===== config.mk =====
export PLATFORM = sky130hd
export DESIGN_NAME = cpu_ctrl
export DESIGN_NICKNAME = d
export VERILOG_FILES = /design/src/rtl/cpu_ctrl.sv
export SDC_FILE = /design/constraint.sdc
export NUM_CORES = 1
export LEC_CHECK = 0
export BUFFER_PORTS_ARGS = -buffer_cell sky130_fd_sc_hd__buf_2
export CORE_MARGIN = 8
export CORE_UTILIZATION = 44
export DETAILED_ROUTE_END_ITERATION = 7
export PLACE_DENSITY = 0.77
export SYNTH_ARGS = -nofsm -noshare
export SYNTH_HDL_FRONTEND = slang
export SYNTH_SLANG_ARGS = --single-unit
export TNS_END_PERCENT = 50

===== constraint.sdc =====
create_clock -name clk -period 1.8 [get_ports clk]
set_input_delay 0.45 -clock clk [delete_from_list [all_inputs] [get_ports clk]]
set_output_delay 0.45 -clock clk [all_outputs]
set_load 0.02 [all_outputs]

===== src/rtl/cpu_ctrl.sv =====
// cpu_ctrl: instruction register, immediate sign-extension and the
// multi-cycle control FSM that sequences the register-file/ALU datapath.
// Optional build macro CPU_CTRL_ILLEGAL_TRAP_EN: when defined, an illegal
// instruction parks the FSM in ERR (err=1, w=0) until reset; when
// undefined, illegal instructions fall back to WAIT and err is tied low.
module cpu_ctrl (
    input  logic        clk,
    input  logic        reset_n,
    input  logic [15:0] in,
    input  logic        load,
    input  logic        s,
    output logic        w,
    output logic        err,
    output logic        loada,
    output logic        loadb,
    output logic        loadc,
    output logic        loads,
    output logic        asel,
    output logic        bsel,
    output logic [1:0]  vsel,
    output logic [2:0]  writenum,
    output logic [2:0]  readnum,
    output logic        write,
    output logic [1:0]  shift,
    output logic [1:0]  ALUop,
    output logic [15:0] sximm8,
    output logic [15:0] sximm5
);

    typedef enum logic [2:0] {
        WAIT   = 3'd0,
        DECODE = 3'd1,
        GET_A  = 3'd2,
        GET_B  = 3'd3,
        EXEC   = 3'd4,
        WR_REG = 3'd5,
        WR_IMM = 3'd6,
        ERR    = 3'd7
    } state_t;

    state_t      state, next;
    logic [15:0] ir;

    // Instruction fields
    logic [2:0] opcode, rn, rd, rm;
    logic [1:0] op, sh;
    assign opcode = ir[15:13];
    assign op     = ir[12:11];
    assign rn     = ir[10:8];
    assign rd     = ir[7:5];
    assign sh     = ir[4:3];
    assign rm     = ir[2:0];

    logic is_alu, is_cmp;
    assign is_alu = (opcode == 3'b101);
    assign is_cmp = is_alu && (op == 2'b01);

    assign sximm8 = {{8{ir[7]}}, ir[7:0]};
    assign sximm5 = {{11{ir[4]}}, ir[4:0]};

`ifdef CPU_CTRL_ILLEGAL_TRAP_EN
    assign err = (state == ERR);
`else
    assign err = 1'b0;
`endif

    // State register
    always_ff @(posedge clk or negedge reset_n) begin
        if (!reset_n) state <= WAIT;
        else          state <= next;
    end

    // IR captures only while idle; load is ignored mid-instruction
    always_ff @(posedge clk or negedge reset_n) begin
        if (!reset_n)                     ir <= 16'h0000;
        else if (load && state == WAIT)   ir <= in;
    end

    // Next-state and Moore outputs; anything not driven in a state stays 0
    always_comb begin
        next     = state;
        w        = 1'b0;
        loada    = 1'b0;
        loadb    = 1'b0;
        loadc    = 1'b0;
        loads    = 1'b0;
        asel     = 1'b0;
        bsel     = 1'b0;
        vsel     = 2'b00;
        writenum = 3'd0;
        readnum  = 3'd0;
        write    = 1'b0;
        shift    = 2'b00;
        ALUop    = 2'b00;
        case (state)
            WAIT: begin
                w = 1'b1;
                if (s) next = DECODE;
            end
            DECODE: begin
                if (opcode == 3'b110 && op == 2'b10)      next = WR_IMM;
                else if (opcode == 3'b110 && op == 2'b00) next = GET_B;
                else if (is_alu && op == 2'b11)           next = GET_B;
                else if (is_alu)                          next = GET_A;
`ifdef CPU_CTRL_ILLEGAL_TRAP_EN
                else                                      next = ERR;
`else
                else                                      next = WAIT;
`endif
            end
            GET_A: begin
                readnum = rn;
                loada   = 1'b1;
                next    = GET_B;
            end
            GET_B: begin
                readnum = rm;
                loadb   = 1'b1;
                next    = EXEC;
            end
            EXEC: begin
                shift = sh;
                if (is_alu) ALUop = op;
                else        asel  = 1'b1;   // MOV reg: 0 + shifted B
                if (is_cmp) begin
                    loads = 1'b1;
                    next  = WAIT;
                end else begin
                    loadc = 1'b1;
                    next  = WR_REG;
                end
            end
            WR_REG: begin
                vsel     = 2'b00;
                writenum = rd;
                write    = 1'b1;
                next     = WAIT;
            end
            WR_IMM: begin
                vsel     = 2'b10;
                writenum = rn;
                write    = 1'b1;
                next     = WAIT;
            end
            ERR: begin
`ifdef CPU_CTRL_ILLEGAL_TRAP_EN
                next = ERR;
`else
                next = WAIT;
`endif
            end
            default: next = WAIT;
        endcase
    end

endmodule


After elaboration in Yosys (flattened, before gate mapping)

Index checks and enable logic that the tools add are counted.

Eq/ne operators: 13
Mux-type cells: 23
Reductions and logical operators: 9

Operators by type and width:

| kind                                          | count |
|---|---|
| == test 3 bit, second input constant          | 6 |
| one-hot mux 3 bit (6 select lines)            | 1 |
| two-way mux 2 bit                             | 7 |
| one-hot mux 3 bit (2 select lines)            | 2 |
| two-way mux 1 bit                             | 10 |
| two-way mux 3 bit                             | 3 |
| == test 3 x 2 -> 1 bit, second input constant | 2 |
| logical AND 1 bit                             | 5 |
| == test 2 bit, second input constant          | 2 |
| == test 3 x 1 -> 1 bit, second input constant | 1 |
| logical NOT 3 bit                             | 1 |
| OR reduction 3 bit                            | 1 |
| == test 2 x 1 -> 1 bit, second input constant | 1 |
| logical NOT 2 bit                             | 1 |
| != test 2 bit, second input constant          | 1 |
| OR reduction 2 bit                            | 1 |

Register bits after elaboration: 19
Bits of input ports: 20
Output and inout port bits: 53
Word-level logic and storage cells: 47

Longest topological paths before layout

Depth in word-level cells: 6
Gate-level depth with buffers: 5
Gate-level depth less buffers: 3

Worst setup path before layout

Ideal clock, no wire load.

Kind: register to output
Start: register state[0]
End: output loads
Arrival: 1.538 ns
Required time: 1.350 ns
Slack: -0.188 ns
Stages on the path, launching flop included: 5
Path buffers: 1
Path through: dfrtp_1 buf_2 nor2_1 nand2_1 nor4_1

Cells in the longest elaborated chain, start to end: 2

RTL lines:

| what                     | line | source |
|---|---|---|
| start: declaration       | 41   | `state_t state, next;` |
| start signal: assignment | 70   | `else state <= next;` |
| == test 3 bit            | 95   | `case (state)` |
| two-way mux 1 bit        | 95   |  |
| end: declaration         | 17   | `output logic loads,` |

No other way between the ends.

Worst setup path after layout

Start: register state[0]
End: output writenum[1]

Cells in the longest elaborated chain, start to end: 2
Elaborated cells between the ends (all ways): 3
Classes of those cells: eq/ne: 2; mux: 1

RTL lines:

| what                                   | line | source |
|---|---|---|
| == test 3 bit                          | 95   |  |
| one-hot mux 3 bit (2 select lines) (*) | 95   |  |
| end: declaration                       | 21   | `output logic [2:0] writenum,` |

Mark *: on every way between the ends. The rest lies on a longest branch, timed or not.

==> impl_metrics.tcl <==
set metrics [dict create \
    numCtsBuffers 3 \
    ys_top_cells_by_count "buf_4, dfrtp_1, mux2_4" \
    io-pin-count 73 \
    die_h_um 70.6 \
    start_util 0.444 \
    period_needed_ns 1.91 \
    grtUsageTotal 0.129 \
    antennaDiodeCount 0 \
    cts.reportedPaths.clkPinSlew_ns 0.11 \
    setup_ws_ns -0.110 \
    arrival_ns 1.46 \
    worstPathRequired_ns 1.35 \
    synth.area.top_cells "dfrtp_1, buf_4, mux2_4" \
    first_pass_iters 4 \
    hold-worst-slack_ns 0.0655 \
    syn_area_um2 1310 \
    synth-main-ff-cell "dfrtp_1" \
    antenna_found_initial 0 \
    cts_htree_levels 1 \
    cp-start-kind "flop" \
    grt_pass1_wl_um 5280 \
    io_buffers 69 \
    setup_viol 15 \
    core-area_um2 2950 \
    rsz0062_at_grt "true" \
    outcome "complete, but fails checks" \
    synth_top_area_frac 0.362 \
    hold_viol_final 0 \
    drv_slew 0 \
    violations "setup timing" \
    n_fill_cell 235 \
    cp-end-kind "output port" \
    wire_per_inst_um 15.8 \
    finalClockSkew_ns 0.00518 \
    synth_most_common_cell "buf_4" \
    ys_ff_latch 19 \
    yosysSeqAreaShare 0.362 \
    dp_hpwl_um 2370 \
    fin_cells 214 \
    ir_worst_vdd_uv 1040 \
    dp_cells 197 \
    yosys_warnings 0 \
    avgSynthCellArea_um2 10.3 \
    fp-row-count 20 \
    drt_iter0_drc 12 \
    cts_num_sinks 19 \
    routed_wirelength_um 3370 \
    r2r_slack_ns 0.07 \
    pwr_density_cell_nw_per_um2 2060 \
    max_cap_viol_count 0 \
    synth_cell_types 38 \
    fmax_mhz 523 \
    ant_nets 0 \
    grt_max_degree 20 \
    drive_gt1_frac 0.685 \
    clock-root-buffer "clkbuf_4" \
    postSynthCellCount 127 \
    drt-vias-per-instance 5.04 \
    clock_path_buffers 2 \
    critPathKind "flop to output port" \
    path_max_fanout 5 \
    async_flop_share 1.00 \
    gp_congestion 0.769 \
    fp.dieW_um 70.6 \
    synth_edf_count 0 \
    fin_crit_sh 1.06 \
    yosys.area.top_type "dfrtp_1" \
    area_growth_pct 31.7 \
    worst_skew_pair.late_latency_ns 0.31 \
    vias 1079 \
    grt_overflow 0 \
    layout.nets 202 \
    p_leak_nw 0.871 \
    dieArea_um2 4990 \
    grt_pass1_vias 1107 \
    cts_tree "yes" \
    drc 0 \
    holdCritPathClass "input pin to asynchronous set/reset pin" \
]
==> kinds of logic (layout without fill, tap and decap cells) <==
family,Yosys count,in the layout,synth area share
buffers and inverters,44,96,0.248
AND/OR/NAND/NOR,32,32,0.152
AO/OA/AOI/OAI,14,14,0.0696
flip-flops,19,19,0.362
other,1,3,0.00286
multiplexers,17,17,0.166
==> worst paths after layout <==
check | end | start | cells after the start
max | writenum[1] | state[0]$_DFFE_PN0P_ | 4
min | ir[7]$_DFFE_PN0P_ | reset_n | 1
max reg2reg | ir[5]$_DFFE_PN0P_ | state[1]$_DFFE_PN0P_ | 4
min reg2reg | ir[3]$_DFFE_PN0P_ | ir[3]$_DFFE_PN0P_ | 1
max in group asynchronous | state[2]$_DFFE_PN0P_ | reset_n | 1
min in group clk | ir[0]$_DFFE_PN0P_ | in[0] | 2
==> routing by layer <==
layer,up-vias,global-route usage,wire (um)
li1,501,-,-
met1,531,0.128,1280
met2,42,0.228,1730
met3,5,0.0508,290
met4,0,0.0624,65
met5,-,0,0
==> critical path, stage by stage, from the launching register on <==
cell     delay, ns
dfrtp_2       0.49
and2b_2       0.26
a22oi_1       0.17
nor2b_1       0.08
buf_4         0.16
==> registers in the layout, indices dropped and copies added, names as in the netlist <==
name   flops
ir        16
state      3
==> final cells by class <==
| class | instances | area, um^2 | area share |
|---|---|---|---|
| Clock inverter | 1 | 5.00 | 0.00289 |
| Timing Repair Buffer | 87 | 549 | 0.318 |
| Multi-Input combinational cell | 66 | 612 | 0.354 |
| Sequential cell | 19 | 480 | 0.278 |
| Inverter | 5 | 18.8 | 0.0109 |
| Clock buffer | 3 | 22.5 | 0.0130 |
| Tap cell | 33 | 41.3 | 0.0239 |
==> placed cells by master (no fill, tap or decap), types with 2 or more instances in the layout <==
cell type  synthesis  layout
nand3_1            3       3
dfrtp_2            0       4
inv_1              5       4
nor2_1             6       4
mux2_4             8       8
buf_6              0       7
a21oi_1            3       3
dfrtp_1           19      15
mux2_2             5       5
and3_1             2       2
o21ai_0            3       3
nor2_4             0       2
mux2i_1            3       3
a22oi_2            0       2
clkbuf_4           0       3
nor3_2             1       2
conb_1             1       3
nor2b_1            5       4
buf_4             35      28
buf_2              1      52
==> where the power goes <==
group	internal, mW	leakage (nW)	total [mW]	switching, mW
Clock	0.0831	0.0177	0.223	0.140
Sequential	0.646	0.223	0.936	0.290
Combinational	1.09	0.631	2.41	1.31
Total	1.82	0.871	3.57	1.74
==> what timing repair did <==
item / 4_1_cts / 5_1_grt
buffers inserted: 5 / 8
resized for setup: 30 / 16
pin swaps: 4 / 3
hold buffers: 0 / 0
endpoints found under the setup margin: 17 / 18
==> through the flow <==
stage	power (mW)	instance area [um^2]	utilization	TNS, ns	setup slack [ns]
global route	3.79	1730	0.586	-1.83	-0.179
global placement	2.83	1440	0.489	0	0.150
finish	3.57	1730	0.586	-0.771	-0.110
detailed placement	2.87	1440	0.489	0	0.0488
CTS	3.33	1610	0.544	-0.676	-0.0926
floorplan	2.76	1330	-	-0.0253	-0.0126
No activity file was read; power rests on OpenSTA's default activity.
